File: src/rtl/load_store_unit.sv
// load_store_unit: turns RISC-V B/H/W loads and stores into word accesses for a memory that only writes whole words.
// Latency from accept (A): error A+1, SW A+2, load A+2+READ_LATENCY, SB/SH A+3+READ_LATENCY.
// Backpressure: reqReady is high only in IDLE, so one request is in flight and the source holds reqValid until accepted.
//
// Ports:
//   clk, rst_n                        clock (rising edge) and asynchronous active-low reset
//   reqValid/reqReady                 request handshake
//   reqWrite, reqFunct3               store/load select and RISC-V width/sign code
//   reqAddress, reqWriteData          byte address and store data (low lanes used for B/H)
//   respValid, respError, respData    one-cycle completion pulse, error flag, extended load data
//   memRead, memWrite                 one-cycle memory strobes, never high together
//   memAddress, memWriteData          word-aligned address and full write word
//   memReadData                       word from memory, READ_LATENCY cycles after memRead
module load_store_unit #(
  parameter int READ_LATENCY = 1
) (
  input  logic        clk,
  input  logic        rst_n,
  input  logic        reqValid,
  output logic        reqReady,
  input  logic        reqWrite,
  input  logic [2:0]  reqFunct3,
  input  logic [31:0] reqAddress,
  input  logic [31:0] reqWriteData,
  output logic        respValid,
  output logic [31:0] respData,
  output logic        respError,
  output logic        memRead,
  output logic        memWrite,
  output logic [31:0] memAddress,
  output logic [31:0] memWriteData,
  input  logic [31:0] memReadData
);

  typedef enum logic [2:0] {
    IDLE    = 3'd0,
    RD_REQ  = 3'd1,
    RD_WAIT = 3'd2,
    WR      = 3'd3,
    RESP    = 3'd4
  } state_t;

  // Index of the last RD_WAIT cycle; memReadData is valid in that cycle.
  localparam logic [1:0] WAIT_LAST = 2'(READ_LATENCY - 1);

  state_t      state_q, state_d;
  logic [1:0]  wait_cnt_q, wait_cnt_d;
  logic        req_write_q, req_write_d;
  logic [2:0]  funct3_q, funct3_d;
  logic [1:0]  lane_q, lane_d;
  logic [31:0] wdata_q, wdata_d;
  logic        resp_valid_q, resp_valid_d;
  logic        resp_error_q, resp_error_d;
  logic [31:0] resp_data_q, resp_data_d;
  logic        mem_read_q, mem_read_d;
  logic        mem_write_q, mem_write_d;
  logic [31:0] mem_address_q, mem_address_d;
  logic [31:0] mem_wdata_q, mem_wdata_d;

  // Illegal codes, stores of the unsigned variants, and accesses not aligned to their size.
  function automatic logic req_bad(input logic wr, input logic [2:0] f3, input logic [1:0] lane);
    logic illegal;
    logic misaligned;
    illegal    = (f3 == 3'b011) || (f3 == 3'b110) || (f3 == 3'b111) || (wr && f3[2]);
    misaligned = ((f3[1:0] == 2'b01) && lane[0]) ||
                 ((f3[1:0] == 2'b10) && (lane != 2'b00));
    return illegal || misaligned;
  endfunction

  // Pick the addressed lane out of the read word and extend it; f3[2] selects zero extension.
  function automatic logic [31:0] load_extract(input logic [31:0] word, input logic [2:0] f3,
                                               input logic [1:0] lane);
    logic [7:0]  b;
    logic [15:0] h;
    logic [31:0] r;
    case (lane)
      2'd0:    b = word[7:0];
      2'd1:    b = word[15:8];
      2'd2:    b = word[23:16];
      default: b = word[31:24];
    endcase
    h = lane[1] ? word[31:16] : word[15:0];
    case (f3[1:0])
      2'b00:   r = {{24{b[7] & ~f3[2]}}, b};
      2'b01:   r = {{16{h[15] & ~f3[2]}}, h};
      default: r = word;
    endcase
    return r;
  endfunction

  // Overwrite only the addressed lane of the old word with the low bits of the store data.
  function automatic logic [31:0] store_merge(input logic [31:0] word, input logic [31:0] wd,
                                              input logic [1:0] size, input logic [1:0] lane);
    logic [31:0] m;
    m = word;
    if (size == 2'b00) begin
      case (lane)
        2'd0:    m[7:0]   = wd[7:0];
        2'd1:    m[15:8]  = wd[7:0];
        2'd2:    m[23:16] = wd[7:0];
        default: m[31:24] = wd[7:0];
      endcase
    end else if (size == 2'b01) begin
      if (lane[1]) m[31:16] = wd[15:0];
      else         m[15:0]  = wd[15:0];
    end else begin
      m = wd;
    end
    return m;
  endfunction

  assign reqReady = (state_q == IDLE);

  always_comb begin
    state_d       = state_q;
    wait_cnt_d    = wait_cnt_q;
    req_write_d   = req_write_q;
    funct3_d      = funct3_q;
    lane_d        = lane_q;
    wdata_d       = wdata_q;
    mem_address_d = mem_address_q;
    mem_wdata_d   = mem_wdata_q;
    // Strobes and response fields are single-cycle pulses; they default low every cycle.
    resp_valid_d  = 1'b0;
    resp_error_d  = 1'b0;
    resp_data_d   = 32'd0;
    mem_read_d    = 1'b0;
    mem_write_d   = 1'b0;

    case (state_q)
      IDLE: begin
        if (reqValid) begin
          req_write_d   = reqWrite;
          funct3_d      = reqFunct3;
          lane_d        = reqAddress[1:0];
          wdata_d       = reqWriteData;
          mem_address_d = {reqAddress[31:2], 2'b00};
          if (req_bad(reqWrite, reqFunct3, reqAddress[1:0])) begin
            // Rejected without any memory traffic.
            state_d      = RESP;
            resp_valid_d = 1'b1;
            resp_error_d = 1'b1;
          end else if (reqWrite && (reqFunct3[1:0] == 2'b10)) begin
            state_d     = WR;
            mem_write_d = 1'b1;
            mem_wdata_d = reqWriteData;
          end else begin
            // Loads and sub-word stores both start with a read of the whole word.
            state_d    = RD_REQ;
            mem_read_d = 1'b1;
          end
        end
      end

      RD_REQ: begin
        state_d    = RD_WAIT;
        wait_cnt_d = 2'd0;
      end

      RD_WAIT: begin
        if (wait_cnt_q == WAIT_LAST) begin
          if (req_write_q) begin
            state_d     = WR;
            mem_write_d = 1'b1;
            mem_wdata_d = store_merge(memReadData, wdata_q, funct3_q[1:0], lane_q);
          end else begin
            state_d      = RESP;
            resp_valid_d = 1'b1;
            resp_data_d  = load_extract(memReadData, funct3_q, lane_q);
          end
        end else begin
          wait_cnt_d = wait_cnt_q + 2'd1;
        end
      end

      WR: begin
        state_d      = RESP;
        resp_valid_d = 1'b1;
      end

      RESP: begin
        state_d = IDLE;
      end

      default: begin
        state_d = IDLE;
      end
    endcase
  end

  // Reset clears everything at once, which also drops any write that was about to be issued.
  always_ff @(posedge clk or negedge rst_n) begin
    if (!rst_n) begin
      state_q       <= IDLE;
      wait_cnt_q    <= 2'd0;
      req_write_q   <= 1'b0;
      funct3_q      <= 3'd0;
      lane_q        <= 2'd0;
      wdata_q       <= 32'd0;
      resp_valid_q  <= 1'b0;
      resp_error_q  <= 1'b0;
      resp_data_q   <= 32'd0;
      mem_read_q    <= 1'b0;
      mem_write_q   <= 1'b0;
      mem_address_q <= 32'd0;
      mem_wdata_q   <= 32'd0;
    end else begin
      state_q       <= state_d;
      wait_cnt_q    <= wait_cnt_d;
      req_write_q   <= req_write_d;
      funct3_q      <= funct3_d;
      lane_q        <= lane_d;
      wdata_q       <= wdata_d;
      resp_valid_q  <= resp_valid_d;
      resp_error_q  <= resp_error_d;
      resp_data_q   <= resp_data_d;
      mem_read_q    <= mem_read_d;
      mem_write_q   <= mem_write_d;
      mem_address_q <= mem_address_d;
      mem_wdata_q   <= mem_wdata_d;
    end
  end

  assign respValid    = resp_valid_q;
  assign respError    = resp_error_q;
  assign respData     = resp_data_q;
  assign memRead      = mem_read_q;
  assign memWrite     = mem_write_q;
  assign memAddress   = mem_address_q;
  assign memWriteData = mem_wdata_q;

endmodule

File: config.mk
export PLATFORM = sky130hd
export DESIGN_NAME = load_store_unit
export DESIGN_NICKNAME = d
export VERILOG_FILES = /design/src/rtl/load_store_unit.sv
export SDC_FILE = /design/constraint.sdc
export NUM_CORES = 1
export LEC_CHECK = 0
export CORE_MARGIN = 2
export CORE_UTILIZATION = 52
export DETAILED_ROUTE_END_ITERATION = 16
export GPL_TIMING_DRIVEN = 0
export PLACE_DENSITY = 0.86
export SETUP_SLACK_MARGIN = 0.1
export SLEW_MARGIN = 20
export SYNTH_ARGS = -nofsm -noshare
export SYNTH_HDL_FRONTEND = slang
export SYNTH_SLANG_ARGS = --single-unit
export TNS_END_PERCENT = 20
File: constraint.sdc
create_clock -name clk -period 3.8 [get_ports clk]
set_input_delay 0.57 -clock clk [delete_from_list [all_inputs] [get_ports clk]]
set_output_delay 0.57 -clock clk [all_outputs]
set_load 0.1 [all_outputs]
==> results of run 1 <==
==> placed cells by master (no fill, tap or decap), types with 9 or more instances in the layout <==
master and count:
clkbuf_16 17, o21ai_0 25, a221oi_1 19, nand2_1 238
dfrtp_1 141, a21o_1 17, clkdlybuf4s50_1 200, mux2i_1 9
a21oi_1 31, nand3_1 18, nor2b_1 12, o21ai_1 31
a211o_1 16, clkbuf_1 54, nor2_1 47, inv_1 15
==> layout make-up <==
class                   instances  area [µm²]
flip-flops and latches        141        3528
fillers                       957        3328
multi-input cells             571        3227
repair buffers                202        2044
clock buffers                  21       470.5
plain buffers                  68       305.3
well taps                     176       220.2
clock inverters                11       110.1
inverters                      16       61.31
==> sequential cells by signal (all words and copies together) (netlist names) <==
signal        count
req_write_q       1
memAddress       30
memWriteData     32
memWrite          1
respData         32
state_q           3
respError         1
respValid         1
wait_cnt_q        2
lane_q            2
memRead           1
wdata_q          32
funct3_q          3
==> how the worst min path moves through the flow <==
stage | startpoint | endpoint | slack, ns | cells past startpoint
after floorplan | rst_n | funct3_q[0] | 0.27 | 0
after global placement | memAddress[20] | memAddress[20] | 0.46 | 2
after detailed placement | memAddress[8] | memAddress[8] | 0.46 | 2
after CTS | rst_n | memAddress[9] | 0.09 | 1
after global routing | rst_n | memAddress[9] | 0.11 | 1
final | rst_n | memAddress[9] | 0.06 | 1
==> logic make-up (layout without fill, tap and decap cells) <==
logic type,after synthesis,count (layout),share of synthesized area
adders and majority gates,1,1,0.001757
DFF,141,141,0.4957
muxes,18,18,0.03955
other,1,2,0.0005268
and+or+nand+nor,352,352,0.2090
buffers and inverters,84,318,0.05150
AOI/OAI and AO/OA,198,198,0.2020
==> critical path: cells and delay by family (launching register included) <==
family        cells  cell delay [ns]
flops             1             0.40
buf+inv           2             1.43
simple gates      1             0.32
==> report_power, final <==
| group | switching [µW] | leakage (µW) | total, µW | internal, µW |
|---|---|---|---|---|
| Clock | 668 | 0.000276 | 1630 | 958 |
| Combinational | 4670 | 0.00242 | 6220 | 1560 |
| Sequential | 445 | 0.00178 | 2520 | 2080 |
==> metrics by stage <==
step / util / setup WS [ns] / setup TNS [ns] / instances / hold WS, ns
after global routing: 0.7497 / 0.5570 / 0 / 1206 / 0.1121
after floorplan: - / 0.1002 / 0 / 796 / 0.2744
after CTS: 0.7497 / 0.6675 / 0 / 1206 / 0.09185
after global placement: 0.7036 / -3.361 / -471.99 / 1173 / 0.4573
after detailed placement: 0.7060 / 0.9833 / 0 / 1174 / 0.4616
final: 0.7497 / 0.6504 / 0 / 1206 / 0.06304
==> layer usage <==
layer	GRT usage	up-vias	wire length, µm
li1	-	3216	-
met1	0.4561	3493	9313
met2	0.5478	446	11470
met3	0.08271	78	2657
met4	0.1475	0	762
met5	0	-	0
==> impl_results.md, run 1 <==
* Drt total wl at 24.20 mm
* Cts hold-fix bufs at 0
* Post-synth ARST share at 1.000
* Initial core utilization at 0.5354
* Top-level I/O count at 204
* Slew Limit Headroom at 0.3164
* Syn Area/Cell at about 9.0 µm²
* H-tree Lvls at 4
* Post-route cell area at 0.009967 mm²
* Critical path's largest stage delay at 1.21 ns
* RSZ-0062 raised after global routing: no
* CP endpoint: reqReady
* Post-CTS setup buffer count at 0
* PwrDens at 1041 mW/mm²
* Worst Hold Class: in -> async
* WL/cell at 20.07 µm
* TritonCTS clock tree: built
* Maximum buffer depth of the clock tree at 2
* Largest cells by area after synthesis: dfrtp_1, nand2_1, clkbuf_1, mux4_2, nor2_1
* Final Setup Violations at 0
* Overall power at 10370 µW
* Largest area contributor in the netlist: dfrtp_1
* Vias post-DR at ~7200
* Synth warnings at 0
* Worst-path clk slew at 0.06 ns
* Reg2Reg Launch Point: lane_q[1]
* Num CTS Buffers at 17
* GR Util All Layers at 0.3459
* IO Port Bufs at between 200 and 250
* Vias in the first global route at 7272
* CP Capture Type: output port
* Largest net degree at the start of global routing at 77
* Top_reg_cell synth: dfrtp_1
* Clk_skew at around 0.013 ns
* Post-synth EDFFs at 0
* Area growth from synthesis to layout at 40.02%
* Crit path cell chain: clkbuf_1 > nor3_1 > clkdlybuf4s50_1
* Worst skew pair latency at approximately 0.43 ns
* 1st-pass router iterations at 6
* Commonest cells post-synth: nand2_1, dfrtp_1, clkbuf_1
* Share of the synthesized area in the top cell type at 0.4957
* Ratio of cells with drive above 1 in the final layout at 0.06408
* Post-synthesis sequential area ratio at 0.4957
* Placed cell areas at 0.009387 mm²
* Highest Clock Rate at 317.5 MHz
* Peak VDD IR at between 0.8 and 0.9 mV
* Final worst path period need at ~3.1 ns
* Row cnt at 42
* GR Overflow Total at 0
* Die ar. at 0.01464 mm²
* CTS root buf: clkbuf_16
* Crit start category: register
* Max-cap viol count at 0
* Post-detail-place hpwl at 17.46 mm
* Slew @ Worst Pin at a little over 1 ns
* # diodes at 0
* RD Place Congestion at 0.9903
* Core ar. at 0.01330 mm²
* #FFs+latches synth at 141
* Worst-case reg-to-reg path depth at 5
* Hold Fails Final Rpt at 0
* Status: finished, final reports clean
* Critical path origin: state_q[0]
* Initial antenna violation count at 0
* Die Width at between 100 and 150 µm
* CP Class: reg -> out
* Worst R2R Setup Slack at 1.17 ns
* DRC violations left at 0
* Drt first-iter violations at 846
* Cells after synthesis at slightly below 800
* Crit path max fanout at 10
* Layout Nets at between 1000 and 1500
* Fin. max-slew vios at 0
* Detail Route Antenna Nets at 0
* Vias per cell at around 6.0
* Number of library cell types mapped by synthesis at 47
* Most common cell in the synthesized netlist: nand2_1
* Slowest cell on crit path: clkdlybuf4s50_1
* Critical path required time at 3.23 ns
* Synth Cell Area at 0.007118 mm²
* # resized after CTS at 0
* Clk sinks at 141
* Static Leak at 0.004479 µW
* Data arrival, critical path at 2.58 ns
* First-pass GRT wire length at 38.81 mm
* DIE HEIGHT at 121 µm
* Final Cycle Share at 0.8289
* RR Endpoint: respData[5]
Power figures use the tool's default switching activity.
==> run 2: changes to the inputs <==
--- a/config.mk
+++ b/config.mk
@@ -6,10 +6,10 @@
 export NUM_CORES = 1
 export LEC_CHECK = 0
 export CORE_MARGIN = 2
-export CORE_UTILIZATION = 52
+export CORE_UTILIZATION = 48
 export DETAILED_ROUTE_END_ITERATION = 16
 export GPL_TIMING_DRIVEN = 0
-export PLACE_DENSITY = 0.86
+export PLACE_DENSITY = 0.81
 export SETUP_SLACK_MARGIN = 0.1
 export SLEW_MARGIN = 20
 export SYNTH_ARGS = -nofsm -noshare
==> constraint.sdc (replaced) <==
create_clock -name clk -period 3.3 [get_ports clk]
set_input_delay 0.495 -clock clk [delete_from_list [all_inputs] [get_ports clk]]
set_output_delay 0.495 -clock clk [all_outputs]
set_load 0.1 [all_outputs]
==> run 2 against run 1 <==
Against the previous run:
- clock-buffer cell count down 2
- total power up 15%
- core utilization down 6.2 points
- die area up 8.0%
- sequential cell count unchanged
- non-clock buffer count up 1
- combinational power up 14%
- via count down 3.3%
==> impl_results.md, run 2 (synthesis gave the netlist of run 1 again) <==
* Placed cell areas at 0.009402 mm² (was 0.009387 mm²)
* Drt total wl at 22.88 mm (was 24.20 mm)
* Status: finished, final reports clean (unchanged)
* Num CTS Buffers at 17 (unchanged)
* Ratio of cells with drive above 1 in the final layout at 0.06499 (was 0.06408)
* PwrDens at 1190 mW/mm² (was 1041 mW/mm²)
* Largest net degree at the start of global routing at 87 (was 77)
* Data arrival, critical path at 2.44 ns (was 2.58 ns)
* Crit path max fanout at 10 (unchanged)
* TritonCTS clock tree: built (unchanged)
* Peak VDD IR at 0.9650 mV (was 0.8416 mV)
* H-tree Lvls at 4 (unchanged)
* Critical path required time at 2.80 ns (was 3.23 ns)
* Cts hold-fix bufs at 1 (was 0)
* Crit start category: register (unchanged)
* GR Overflow Total at 0 (unchanged)
* Max-cap viol count at 0 (unchanged)
* Static Leak at 0.004488 µW (was 0.004479 µW)
* Overall power at 11890 µW (was 10370 µW)
* Hold Fails Final Rpt at 0 (unchanged)
* First-pass GRT wire length at 35.87 mm (was 38.81 mm)
* Final Cycle Share at 0.8884
* Commonest non-fill, non-tap cell in the layout: nand2_1 (unchanged)
* Final Setup Violations at 0 (unchanged)
* DRC violations left at 0 (unchanged)
* Vias per cell at 5.755 (was 5.998)
* Slew @ Worst Pin at 1.008 ns (was 1.022 ns)
* IO Port Bufs at 201 (unchanged)
* CP Capture Type: output port (unchanged)
* Worst Hold Class: reg -> reg (was in -> async)
* Core ar. at 0.01453 mm² (was 0.01330 mm²)
* DIE HEIGHT at 125.8 µm (was 121 µm)
* # resized after CTS at 0 (unchanged)
* 1st-pass router iterations at 8 (was 6)
* Layout Nets at 1122 (was 1121)
* RSZ-0062 raised after global routing: no (unchanged)
* CP Class: reg -> out (unchanged)
* Area growth from synthesis to layout at 40.43% (was 40.02%)
* Clk_skew at 0.006954 ns (was 0.01300 ns)
* Vias post-DR at 6992 (was 7233)
* Die ar. at 0.01582 mm² (was 0.01464 mm²)
* Fin. max-slew vios at 0 (unchanged)
* # diodes at 0 (unchanged)
* Post-route cell area at 0.009996 mm² (was 0.009967 mm²)
* Maximum buffer depth of the clock tree at 2 (unchanged)
* Slew Limit Headroom at 0.3258 (was 0.3164)
* Initial antenna violation count at 0 (unchanged)
* Worst-path clk slew at 0.06 ns (about the same)
* Detail Route Antenna Nets at 0 (unchanged)
* Clk sinks at 141 (unchanged)
* Post-detail-place hpwl at 16.94 mm (was 17.46 mm)
* CTS root buf: clkbuf_16 (unchanged)
* Vias in the first global route at 6658 (was 7272)
* WL/cell at 18.83 µm (was 20.07 µm)
* Worst skew pair latency at 0.43 ns (about the same)
* Die Width at 125.8 µm (was 121 µm)
* Initial core utilization at 0.4898 (was 0.5354)
* Drt first-iter violations at 747 (was 846)
* Row cnt at 44 (was 42)
* GR Util All Layers at 0.2907 (was 0.3459)
* Highest Clock Rate at between 300 and 400 MHz
* Final worst path period need at 2.932 ns
* RD Place Congestion at 0.9887 (was 0.9903)
* Post-CTS setup buffer count at 0 (unchanged)
* Top-level I/O count at 204 (unchanged)
* Leading cell types in the layout, fill and taps excluded: nand2_1, clkdlybuf4s50_1, dfrtp_1 (unchanged)
## run 2: worst paths after layout
check                          startpoint              to  slack [ns]  cells past startpoint
setup / recovery               state_q[0]        reqReady        0.37                      3
hold reg to reg            memAddress[25]  memAddress[25]        0.47                      2
min in group asynchronous           rst_n       respError        0.57                      2
setup reg to reg            wait_cnt_q[0]    respData[29]        0.85                      8
hold / removal             memAddress[25]  memAddress[25]        0.47                      2
max in group asynchronous           rst_n     wdata_q[11]        1.99                      3
## run 2: through the flow
stage / utilization / std cells / hold slack (ns) / setup TNS, ns / setup slack [ns]
2_1_floorplan: - / 796 / 0.1994 / 0 / 0.5370
4_1_cts: 0.6878 / 1215 / 0.4767 / 0 / 0.3590
3_3_place_gp: 0.6446 / 1181 / 0.4573 / -527.77 / -3.753
6_report: 0.6878 / 1215 / 0.4738 / 0 / 0.3684
3_5_place_dp: 0.6469 / 1182 / 0.4347 / 0 / 0.5892
5_1_grt: 0.6878 / 1215 / 0.4934 / 0 / 0.2915
## run 2: critical path, stage by stage (launching register included)
cell and delay [ns]:
dfrtp_1 0.39, clkbuf_1 0.22, nor3_2 0.23, clkdlybuf4s50_1 1.18
## run 2: routing by layer
| metal | up-vias | wire length [µm] | part of all wire | track usage |
|---|---|---|---|---|
| met1 | 3312 | 9610 | 0.42 | 0.4007 |
| met5 | - | 0 | 0 | 0 |
| met4 | 0 | 500 | 0.022 | 0.1015 |
| li1 | 3218 | - | - | - |
| met2 | 412 | 10810 | 0.47 | 0.4556 |
| met3 | 50 | 1963 | 0.086 | 0.06839 |
## run 2: final cells by class
| cell class | count | area [µm²] |
|---|---|---|
| fill | 1165 | 4538 |
| sequential | 141 | 3528 |
| multi-input combinational | 571 | 3232 |
| timing repair buffer | 203 | 2054 |
| clock buffer | 19 | 442.9 |
| buffer | 68 | 305.3 |
| tap | 184 | 230.2 |
| clock inverter | 13 | 141.4 |
| inverter | 16 | 61.31 |
## run 2: report_power, final
part           internal (µW)  total (µW)  switching (µW)  leakage, µW
registers               2390        2890             493      0.00178
clock network           1130        1890             758     0.000280
logic                   1790        7120            5320      0.00243
total                   5320       11900            6570      0.00449
==> run 3: changes to the inputs <==
--- a/config.mk
+++ b/config.mk
@@ -5,6 +5,7 @@
 export SDC_FILE = /design/constraint.sdc
 export NUM_CORES = 1
 export LEC_CHECK = 0
+export CORE_ASPECT_RATIO = 1.5
 export CORE_MARGIN = 2
 export CORE_UTILIZATION = 48
 export DETAILED_ROUTE_END_ITERATION = 16
==> run 3 against run 2 <==
Against the previous run:
- highest routed layer unchanged
- hold slack lost 0.0038 ns
- register-to-register slack worse by 0.03 ns
- core utilization is 0.068 points lower
- critical path type unchanged
- largest power group unchanged
==> impl_results.md, run 3 (synthesis gave the netlist of run 1 again) <==
* Slew @ Worst Pin at 1.018 ns (was 1.008 ns)
* Peak VDD IR at 0.7433 mV (was 0.9650 mV)
* Slowest cell on crit path: clkdlybuf4s50_1 (unchanged)
* Crit start category: register (unchanged)
* TritonCTS clock tree: built (unchanged)
* Die ar. at 0.01584 mm² (was 0.01582 mm²)
* Vias in the first global route at 7159 (was 6658)
* Final Setup Violations at 0 (unchanged)
* GR Overflow Total at 0 (unchanged)
* Worst-path clk slew at 0.06 ns (about the same)
* Switch share at 0.5572 (was 0.5526)
* Placed Instances at 1194 (was 1182)
* Die Width at 103.4 µm (was 125.8 µm)
* Final worst path period need at 2.933 ns (was 2.932 ns)
* Area growth from synthesis to layout at 40.22% (was 40.43%)
* Worst path bufs/invs at 2 (unchanged)
* Highest Clock Rate at 341.0 MHz (was 341.1 MHz)
* Critical path required time at 2.80 ns (about the same)
* CTS root buf: clkbuf_16 (unchanged)
* Detail Route Antenna Nets at 0 (unchanged)
* Post-detail-place hpwl at 17.79 mm (was 16.94 mm)
* Hold Fails Final Rpt at 0 (unchanged)
* Drt first-iter violations at 491 (was 747)
* 1st-pass router iterations at 5 (was 8)
* Data arrival, critical path at 2.44 ns (about the same)
* Status: finished, final reports clean (unchanged)
* Worst Hold Class: reg -> reg (unchanged)
* Drt total wl at 23.80 mm (was 22.88 mm)
* Clk_skew at 0.008618 ns (was 0.006954 ns)
* Layout Nets at 1122 (unchanged)
* Max-cap viol count at 0 (unchanged)
* IO Port Bufs at 201 (unchanged)
* Sequential power share at 0.243 (about the same)
* Switching power total at 6591 µW (was 6572 µW)
* Gate power share at 0.603 (was 0.598)
* Placed cell areas at 0.009417 mm² (was 0.009402 mm²)
* RD Place Congestion at 1.018 (was 0.9887)
* Largest net degree at the start of global routing at 90 (was 87)
* Total internal power at 5238 µW (was 5320 µW)
* Crit path max fanout at 10 (unchanged)
* First-pass GRT wire length at 37.21 mm (was 35.87 mm)
* # diodes at 0 (unchanged)
* Setup WS pre-CTS at 0.5531 ns (was 0.5892 ns)
* Initial antenna violation count at 0 (unchanged)
* Final Cycle Share at 0.8886 (was 0.8884)
* PwrDens at 1185 mW/mm² (was 1190 mW/mm²)
* Core ar. at 0.01453 mm² (about the same)
* DRC violations left at 0 (unchanged)
* Static Leak at 0.004473 µW (was 0.004488 µW)
* Finished Layout Cells at 1226 (was 1215)
* Commonest non-fill, non-tap cell in the layout: nand2_1 (unchanged)
* Setup ws final at 0.3675 ns (was 0.3684 ns)
* Vias per cell at 5.736 (was 5.755)
* Clk sinks at 141 (unchanged)
* Delay-heaviest family, CP: buffers and inverters (unchanged)
* H-tree Lvls at 4 (unchanged)
* Post-route cell area at 0.009981 mm² (was 0.009996 mm²)
* Ratio of cells with drive above 1 in the final layout at 0.06505 (was 0.06499)
* Crit path cell chain: clkbuf_1 > nor3_2 > clkdlybuf4s50_1 (unchanged)
* Num CTS Buffers at 17 (unchanged)
* GR Util All Layers at 0.3091 (was 0.2907)
* Row cnt at 54 (was 44)
* Clock network fraction of total power at 0.153 (was 0.159)
* Leading cell types in the layout, fill and taps excluded: nand2_1, clkdlybuf4s50_1, dfrtp_1 (unchanged)
* Vias post-DR at 7032 (was 6992)
* Top-level I/O count at 204 (unchanged)
* RSZ-0062 raised after global routing: no (unchanged)
* Critical path's largest stage delay at 1.17 ns (was 1.18 ns)
* DIE HEIGHT at 153.1 µm (was 125.8 µm)
* CP Class: reg -> out (unchanged)
* WL/cell at 19.41 µm (was 18.83 µm)
* Maximum buffer depth of the clock tree at 2 (unchanged)
* Initial core utilization at 0.4900 (was 0.4898)
* Slew Limit Headroom at 0.3193 (was 0.3258)
* Worst skew pair latency at 0.42 ns (was 0.43 ns)
* Fin. max-slew vios at 0 (unchanged)
* CP Capture Type: output port (unchanged)
==> run 3: power groups by stage <==
stage | logic, µW | clock network (µW) | registers, µW
after global placement | 7010 | 0 | 2880
final | 7140 | 1810 | 2880
after detailed placement | 7080 | 0 | 2880
after global routing | 7500 | 1910 | 2950
after floorplan | 2240 | 0 | 5810
after CTS | 7120 | 1830 | 2870
==> run 3: cell type report <==
cell class / count / area [µm²]
fillers: 1195 / 4546
repair buffers: 203 / 2054
well taps: 196 / 245.2
clock inverters: 13 / 115.1
multi-input cells: 571 / 3232
clock buffers: 18 / 439.2
inverters: 16 / 61.31
plain buffers: 68 / 305.3
flip-flops and latches: 141 / 3528
==> run 3: worst reg2reg max path, stage by stage (launching register included) <==
cell	delay, ns
dfrtp_1	0.40
clkbuf_1	0.35
clkbuf_1	0.43
clkbuf_1	0.46
o22ai_1	0.16
a2111oi_0	0.54
==> run 3: repair_timing <==
action	in CTS	in global routing
gates resized for setup	0	0
setup buffers	0	0
endpoints found under the hold margin	43	0
hold buffers	1	0
==> run 3: per-layer routing <==
layer	track usage	routed length, µm
met1	0.3424	8337
met5	0	0
met2	0.5207	11950
met3	0.08048	2151
met4	0.1798	1358
==> run 3: per-stage QoR <==
| stage | total power [µW] | TNS [ns] | hold WS, ns | util |
|---|---|---|---|---|
| finish | 11830 | 0 | 0.4700 | 0.6871 |
| global route | 12360 | 0 | 0.4920 | 0.6871 |
| CTS | 11810 | 0 | 0.4763 | 0.6871 |
| global placement | 9885 | -532.30 | 0.4574 | 0.6460 |
| floorplan | 8055 | 0 | 0.1994 | - |
| detailed placement | 9962 | 0 | 0.4240 | 0.6482 |
==> run 3: final timing paths <==
| check | slack (ns) | depth (start not counted) | start | endpoint |
|---|---|---|---|---|
| max in group asynchronous | 1.97 | 3 | rst_n | memWriteData[17] |
| setup reg to reg | 0.82 | 5 | lane_q[1] | respData[4] |
| hold / removal | 0.47 | 2 | memAddress[30] | memAddress[30] |
| min in group asynchronous | 0.56 | 2 | rst_n | respData[27] |
| hold reg to reg | 0.47 | 2 | memAddress[30] | memAddress[30] |
| setup / recovery | 0.37 | 3 | state_q[0] | reqReady |
